<file path="src/rtl/if_prefetch_if.sv">
// Fetch-side bundle: ROM request/response plus the valid/ready hand-off to ID.
// The master modport is the prefetcher's view, the slave modport is the environment's.
interface if_prefetch_if #(
  parameter int unsigned PTR_W = 2
);
  logic              flush;
  logic [31:0]       new_pc;
  logic              rom_ce;
  logic [31:0]       rom_addr;
  logic [31:0]       rom_inst;
  logic              id_ready;
  logic              id_valid;
  logic [31:0]       id_pc;
  logic [31:0]       id_inst;
  logic [PTR_W:0]    fifo_count;

  modport master (
    input  flush, new_pc, rom_inst, id_ready,
    output rom_ce, rom_addr, id_valid, id_pc, id_inst, fifo_count
  );

  modport slave (
    output flush, new_pc, rom_inst, id_ready,
    input  rom_ce, rom_addr, id_valid, id_pc, id_inst, fifo_count
  );
endinterface

</file>
<file path="src/rtl/if_prefetch.sv">
// Instruction prefetcher: fetches sequential words from a combinational ROM into a
// small FIFO and presents the head to ID; a redirect flushes the FIFO and reloads
// the PC. Head outputs are zeroed whenever the FIFO is empty.
module if_prefetch #(
  parameter logic [31:0] RESET_PC = 32'h0000_0000,
  parameter int unsigned DEPTH    = 4,
  parameter int unsigned PTR_W    = 2
) (
  input  logic                 clk,
  input  logic                 rst,
  if_prefetch_if.master        bus
);

  localparam int unsigned      CNT_W     = PTR_W + 1;
  localparam logic [CNT_W-1:0] FULL      = CNT_W'(DEPTH);
  localparam logic [31:0]      ALIGN_MSK = 32'hFFFF_FFFC;

  logic [31:0]       pc_q, pc_d;
  logic [PTR_W-1:0]  wr_ptr_q, wr_ptr_d;
  logic [PTR_W-1:0]  rd_ptr_q, rd_ptr_d;
  logic [CNT_W-1:0]  count_q, count_d;

  logic [31:0]       pc_mem_q   [DEPTH];
  logic [31:0]       inst_mem_q [DEPTH];

  logic              head_valid_c;
  logic              pop_c;
  logic              push_c;

  // A pop is only honoured when no redirect is pending; a flush discards the head.
  assign head_valid_c = (count_q != '0);
  assign pop_c        = head_valid_c & bus.id_ready & ~bus.flush;
  // Fetch whenever a slot is free now or is being freed by this cycle's pop.
  assign push_c       = rst & ~bus.flush & ((count_q < FULL) | pop_c);

  // Next-state for PC, pointers and occupancy; flush overrides everything else.
  always_comb begin
    pc_d     = pc_q;
    wr_ptr_d = wr_ptr_q;
    rd_ptr_d = rd_ptr_q;
    count_d  = count_q;
    if (bus.flush) begin
      pc_d     = bus.new_pc & ALIGN_MSK;
      wr_ptr_d = '0;
      rd_ptr_d = '0;
      count_d  = '0;
    end else begin
      if (push_c) begin
        wr_ptr_d = wr_ptr_q + PTR_W'(1);
        pc_d     = pc_q + 32'd4;
      end
      if (pop_c) begin
        rd_ptr_d = rd_ptr_q + PTR_W'(1);
      end
      case ({push_c, pop_c})
        2'b10:   count_d = count_q + CNT_W'(1);
        2'b01:   count_d = count_q - CNT_W'(1);
        default: count_d = count_q;
      endcase
    end
  end

  // Control state registers, cleared asynchronously.
  always_ff @(posedge clk or negedge rst) begin
    if (!rst) begin
      pc_q     <= RESET_PC & ALIGN_MSK;
      wr_ptr_q <= '0;
      rd_ptr_q <= '0;
      count_q  <= '0;
    end else begin
      pc_q     <= pc_d;
      wr_ptr_q <= wr_ptr_d;
      rd_ptr_q <= rd_ptr_d;
      count_q  <= count_d;
    end
  end

  // Entry storage; contents are only ever observed through a nonzero count.
  always_ff @(posedge clk) begin
    if (push_c) begin
      pc_mem_q[wr_ptr_q]   <= pc_q;
      inst_mem_q[wr_ptr_q] <= bus.rom_inst;
    end
  end

  assign bus.rom_ce     = push_c;
  assign bus.rom_addr   = pc_q & ALIGN_MSK;
  assign bus.id_valid   = head_valid_c;
  assign bus.id_pc      = head_valid_c ? pc_mem_q[rd_ptr_q]   : 32'h0;
  assign bus.id_inst    = head_valid_c ? inst_mem_q[rd_ptr_q] : 32'h0;
  assign bus.fifo_count = count_q;

endmodule

</file>
<file path="src/flat_wrapper.sv">
// flat-port wrapper written by rule: the top's interface ports become plain ports
module if_prefetch_flat 
#(
  parameter logic [31:0] RESET_PC = 32'h0000_0000,
  parameter int unsigned DEPTH    = 4,
  parameter int unsigned PTR_W    = 2
)
  (clk, rst, bus_flush, bus_new_pc, bus_rom_inst, bus_id_ready, bus_rom_ce, bus_rom_addr, bus_id_valid, bus_id_pc, bus_id_inst, bus_fifo_count);
  if_prefetch_if #(.PTR_W(PTR_W)) bus_i ();
  input  logic clk;
  input  logic rst;
  input wire logic [$bits(bus_i.flush)-1:0] bus_flush;
  input wire logic [$bits(bus_i.new_pc)-1:0] bus_new_pc;
  input wire logic [$bits(bus_i.rom_inst)-1:0] bus_rom_inst;
  input wire logic [$bits(bus_i.id_ready)-1:0] bus_id_ready;
  output wire logic [$bits(bus_i.rom_ce)-1:0] bus_rom_ce;
  output wire logic [$bits(bus_i.rom_addr)-1:0] bus_rom_addr;
  output wire logic [$bits(bus_i.id_valid)-1:0] bus_id_valid;
  output wire logic [$bits(bus_i.id_pc)-1:0] bus_id_pc;
  output wire logic [$bits(bus_i.id_inst)-1:0] bus_id_inst;
  output wire logic [$bits(bus_i.fifo_count)-1:0] bus_fifo_count;
  assign bus_i.flush = bus_flush;
  assign bus_i.new_pc = bus_new_pc;
  assign bus_i.rom_inst = bus_rom_inst;
  assign bus_i.id_ready = bus_id_ready;
  assign bus_rom_ce = bus_i.rom_ce;
  assign bus_rom_addr = bus_i.rom_addr;
  assign bus_id_valid = bus_i.id_valid;
  assign bus_id_pc = bus_i.id_pc;
  assign bus_id_inst = bus_i.id_inst;
  assign bus_fifo_count = bus_i.fifo_count;
  if_prefetch #(.RESET_PC(RESET_PC), .DEPTH(DEPTH), .PTR_W(PTR_W)) u_core (.clk(clk), .rst(rst), .bus(bus_i));
endmodule
</file>
<file path="config.mk">
export PLATFORM = sky130hd
export DESIGN_NAME = if_prefetch_flat
export DESIGN_NICKNAME = d
export VERILOG_FILES = /design/src/rtl/if_prefetch_if.sv /design/src/rtl/if_prefetch.sv /design/src/flat_wrapper.sv
export SDC_FILE = /design/constraint.sdc
export NUM_CORES = 1
export LEC_CHECK = 0
export BUFFER_PORTS_ARGS = -buffer_cell sky130_fd_sc_hd__clkbuf_2
export CAP_MARGIN = 5
export CORE_MARGIN = 2
export CORE_UTILIZATION = 48
export DETAILED_ROUTE_END_ITERATION = 16
export HOLD_SLACK_MARGIN = 0.02
export PLACE_DENSITY = 0.73
export SLEW_MARGIN = 0
export SYNTH_ARGS = -nofsm -noshare
export SYNTH_HDL_FRONTEND = slang
export SYNTH_SLANG_ARGS = --single-unit
</file>
<file path="constraint.sdc">
create_clock -name clk -period 3 [get_ports clk]
set_input_delay 0.6 -clock clk [delete_from_list [all_inputs] [get_ports clk]]
set_output_delay 0.6 -clock clk [all_outputs]
set_load 0.01 [all_outputs]
</file>
# Yosys cells after proc, flatten, opt, wreduce, memory -nomap -nowiden
# Memories as Yosys holds them, arrays and structs flattened.
# Index checks and enable logic that the tools add are counted.
op_classes:
  addsub: 5
  n_lt_le_gt_ge: 1
  n_eq_ne: 2
  mux: 12
  bitwise: 6
  n_reduce_logical: 4
ops:
  columns: ["cell", "count"]
  rows:
  - ["2-to-1 mux 32 bit", 4]
  - ["adder 32 x 3 -> 32 bit (second input constant)", 1]
  - ["2-to-1 mux 2 bit", 4]
  - ["case mux 3 bit (2 select lines)", 1]
  - ["nonzero test 3 bit", 2]
  - ["adder 2 x 1 -> 2 bit (second input constant)", 2]
  - ["AND 1 bit", 4]
  - ["nonzero test 2 bit", 2]
  - ["adder 3 x 1 -> 3 bit (second input constant)", 1]
  - ["< comparator 3 bit (second input constant)", 1]
  - ["2-to-1 mux 3 bit", 1]
  - ["subtractor 3 x 1 -> 3 bit (second input constant)", 1]
  - ["equality test 2 x 1 -> 1 bit (second input constant)", 1]
  - ["equality test 2 bit (second input constant)", 1]
  - ["2-to-1 mux 1 bit", 2]
  - ["inverter 1 bit", 1]
  - ["bitwise OR 1 bit", 1]
word_totals:
  reg_bits: 39
  mem_bits_rw: 256
  input_bits: 68
  out_inout_bits: 101
  elab_cells: 36
  n_memories: 2
mem_list:
  columns: ["memory", "words", "word_bits", "read_ports", "rd_ports_with_merged_regs", "write_ports", "line", "rtl"]
  rows:
  - ["u_core.inst_mem_q", 4, 32, 1, 0, 1, "if_prefetch.sv:24", "logic [31:0] inst_mem_q [DEPTH];"]
  - ["u_core.pc_mem_q", 4, 32, 1, 0, 1, "if_prefetch.sv:23", "logic [31:0] pc_mem_q [DEPTH];"]

# Longest topological paths before layout
logic_depth:
  depth_word: 8
  mapped_depth: 9
  ltp_nobuf: 7

# Worst setup path after synthesis
# No wires, ideal clock.
synth_path:
  kind: "input-to-reg"
  from: "input bus_id_ready"
  to: "memory u_core.inst_mem_q[2][0] (enable)"
  setup_ns: 0.426
  arrival_time_ns: 2.681
  t_required_ns: 2.574
  slack_ns: -0.107
  path_stages: 4
  path_buffers: 1
  path_cell_list: "buf_4 -> nor2b_4 -> nor3_2 -> and2_1"
synth_between:
  elab_chain_cells: 6
synth_rtl:
  columns: ["element", "line", "rtl"]
  rows:
  - ["start, declared", "flat_wrapper.sv:15", "input wire logic [$bits(bus_i.id_ready)-1:0] bus_id_ready;"]
  - ["AND 1 bit (2 in a row)", "if_prefetch.sv:32", "assign pop_c = head_valid_c & bus.id_ready & ~bus.flush;"]
  - ["bitwise OR 1 bit", "if_prefetch.sv:34", "assign push_c = rst & ~bus.flush & ((count_q < FULL) | pop_c);"]
  - ["AND 1 bit", "if_prefetch.sv:34", null]
  - ["via bus_rom_ce", "flat_wrapper.sv:16", "output wire logic [$bits(bus_i.rom_ce)-1:0] bus_rom_ce;"]
  - ["2-to-1 mux 1 bit", "if_prefetch.sv:80", "if (push_c) begin"]
  - ["2-to-1 mux 1 bit (not written as such)", "if_prefetch.sv:82", "inst_mem_q[wr_ptr_q] <= bus.rom_inst;"]
  - ["end, declared", "if_prefetch.sv:24", null]
# The timed path passes the listed nets, and every way through them passes these cells.

# Worst setup path in the final report
layout_path:
  from: "register u_core.rd_ptr_q[1]"
  to: "output bus_id_inst[29]"
layout_between:
  elab_chain_cells: 2
layout_rtl:
  columns: ["element", "line", "rtl"]
  rows:
  - ["start, declared", "if_prefetch.sv:20", "logic [PTR_W-1:0] rd_ptr_q, rd_ptr_d;"]
  - ["start signal, assigned", "if_prefetch.sv:73", "rd_ptr_q <= rd_ptr_d;"]
  - ["memory read (4 x 32 bit)", null, null]
  - ["2-to-1 mux 32 bit", "if_prefetch.sv:90", "assign bus.id_inst = head_valid_c ? inst_mem_q[rd_ptr_q] : 32'h0;"]
  - ["end, declared", "flat_wrapper.sv:20", "output wire logic [$bits(bus_i.id_inst)-1:0] bus_id_inst;"]
# Every way passes these cells.

==> metrics.csv <==
metric;value;unit
yosys.area.top_type;edfxtp_1;
synthTopCellsByCount;edfxtp_1 (248), and2_1 (70), mux4_2 (63), dfrtp_1 (37), nand2_1 (36);
cpMaxStageDelayCell;dfrtp_4;
max_cap_violations;0;
antenna_cells;0;
start_kind;flip-flop;
die_h;160;microns
hold_path_class;input pin to asynchronous set/reset pin;
r2r_setup_slack;0.72;ns
cp_cell_sequence;buf_4 > mux4_2 > and2_1 > clkbuf_2;
async_flop_share;13.0;%
synth.area.top_cells;edfxtp_1 (64%), mux4_2 (12%), dfrtp_1 (8.0%);
synthCells;641;
leakage;5.00;nW
port_buffers;162;
crit_buf_inv;2;
dp_hpwl;14.9;mm
tightest_slew;0.601;ns
fillers;1812;
fin_crit_sh;94.4;%
grt_pass1_vias;6392;
die_area;25500;sq um
grt_pass1_wl;36.5;mm
vias;6290;
viasPerCell;5.41;
arrival;2.23;ns
regArea;8380;sq um
syn2layout_area_growth;19.9;%
layout_setup_ws;0.167;ns
fin_nets;895;
ys_seq_area_share;71.9;%
ys_seq_elements;285;
avgRoutedWirePerCell;20.2;microns
syn_area_per_cell;18.2;sq um
cts.sinks;285;
core_area;23600;sq um
pre_cts_ws;0.451;ns
setup-tns-final;0;ns
rsz0062_at_grt;no;
status;complete, no violations;
drc;0;
max_stage_delay;0.76;ns
critPathRequiredTime;2.40;ns
initial_core_util;49.3;%
clk_latency;0.53;ns
multi_input_area;3090;sq um
globalplace.congestion;0.768;
htreeDepth;1;
drive_above_1_share;37.0;%
ir_worst_vdd;0.429;mV
synth_flop_cell;edfxtp_1;
cts.path.max_buffers;3;
grt_usage;18.4;%
clock_skew;0.00823;ns
rows;56;
root_buffer;clkbuf_16;
critical_path_class;flip-flop to output pin;
crit_fanout;31;
pin_count;169;
yosys_warnings;0;
ant_nets;0;
hold_buffers;0;
path_delay_family;flip-flops;
synth_edf_count;248;
maxSlewViolCount;0;
ys_types;48;
synth_most_common_cell;edfxtp_1;
cts_tree;done;
routed_wl;23.5;mm
antenna_found_initial;0;
p_per_area;720;nW/um^2
die_x;160;microns
dr.pass1.iters;4;
maxSlewHeadroom;59.9;%
drtIter0Drc;459;
grt_overflow;0;
numCtsBuffers;28;
finalSetupViolations;0;
hold_viol;0;
fin_crit;2.83;ns
clkTransAtPathRegs;0.06;ns
synth_top_area_share;64.0;%
grt_start_max_net_pins;67;
cp-end-kind;output pin;
fmax;0.353;GHz
netlist_area;11600;sq um
==> worst paths after layout <==
path | from | endpoint | depth (start not counted)
setup reg to reg | u_core.bus.fifo_count[1] | u_core.bus.fifo_count[2] | 7
max in group asynchronous | rst | u_core.rd_ptr_q[0] | 2
hold / removal | rst | u_core.pc_q[5] | 2
hold reg to reg | u_core.wr_ptr_q[1] | u_core.wr_ptr_q[1] | 2
setup / recovery | u_core.rd_ptr_q[1] | bus_id_inst[29] | 4
min in group clk | bus_new_pc[14] | u_core.pc_q[14] | 3
==> power breakdown <==
group / total, W / internal [W] / switching (W)
clock network: 0.00352 / 0.00210 / 0.00142
registers: 0.00473 / 0.00454 / 0.000194
logic: 0.00181 / 0.000883 / 0.000923
==> registers in the layout (all words and copies together) (netlist names) <==
name                   flops
u_core.inst_mem_q        128
u_core.pc_mem_q          120
u_core.pc_q               30
u_core.bus.fifo_count      3
u_core.rd_ptr_q            2
u_core.wr_ptr_q            2
==> worst reg2reg max path, stage by stage (launching register included) <==
cell and delay [ns]:
dfrtp_1 0.45, or3_4 0.56, nand2_2 0.21, nor3_1 0.09, fa_1 0.43, a21o_1 0.19, a21oi_1 0.13, a21oi_1 0.08
==> final cells by class <==
| type | instances | area share (%) |
|---|---|---|
| repair buffers | 184 | 8.07 |
| clock buffers | 32 | 5.28 |
| multi-input cells | 316 | 22.2 |
| inverters | 6 | 0.161 |
| well taps | 319 | 2.86 |
| flip-flops and latches | 285 | 60.1 |
| clock inverters | 20 | 1.42 |
==> what timing repair did <==
| item | in CTS | in global routing |
|---|---|---|
| gates resized for setup | 1 | 0 |
| cloned | 0 | 0 |
| buffers inserted | 0 | 2 |
| setup endpoints to repair | 6 | 26 |
==> cell usage in the layout, fill, tap and decap left out, types with 3 or more instances in the layout <==
cell / netlist / layout
edfxtp_1: 248 / 248
clkbuf_2: 0 / 162
and2_1: 70 / 66
mux4_2: 63 / 63
nand2_1: 36 / 36
dfrtp_1: 37 / 35
clkbuf_16: 0 / 29
xor2_1: 18 / 18
o21ai_1: 16 / 16
nand3_1: 12 / 12
buf_12: 0 / 12
o21ai_0: 11 / 11
buf_4: 5 / 10
xnor2_1: 9 / 9
nand4_1: 9 / 9
nor2_1: 8 / 8
and3_1: 7 / 7
clkinv_1: 0 / 7
clkinv_2: 0 / 6
inv_1: 5 / 5
nor3_1: 5 / 5
ha_1: 5 / 5
and2_4: 0 / 4
o211ai_1: 4 / 4
a21oi_1: 4 / 4
conb_1: 1 / 4
bufinv_16: 0 / 4
nor4_1: 3 / 3
clkbuf_1: 20 / 3
==> through the flow <==
stage | power [W] | util, % | std cells | area [sq um] | hold WS [ns]
2_1_floorplan | 0.00587 | - | 644 | 11700 | 0.304
3_3_place_gp | 0.00661 | 55.1 | 1108 | 13000 | 0.562
3_5_place_dp | 0.00664 | 55.1 | 1108 | 13000 | 0.574
4_1_cts | 0.0102 | 59.0 | 1160 | 13900 | 0.190
5_1_grt | 0.0105 | 59.1 | 1162 | 14000 | 0.237
6_report | 0.0101 | 59.1 | 1162 | 14000 | 0.191
==> layer usage <==
layer	share of wire [%]	vias up	track usage, %
met5	0	-	0
met4	1.6	0	4.46
met3	6.5	30	3.01
met2	47	238	28.9
met1	45	3179	27.2
li1	-	2843	-
==> cell families (layout without fill, tap and decap cells) <==
group	Yosys count	in the layout	share of synthesized area [%]
multiplexers	66	66	12.5
XOR/XNOR	27	27	2.03
flip-flops	285	285	71.9
AND/OR/NAND/NOR	171	171	9.01
other	1	4	0.0322
buffers and inverters	43	242	1.73
adder cells (fa/ha/maj)	6	6	0.709
AO/OA/AOI/OAI	42	42	2.10
(Power assumes the default switching activity.)
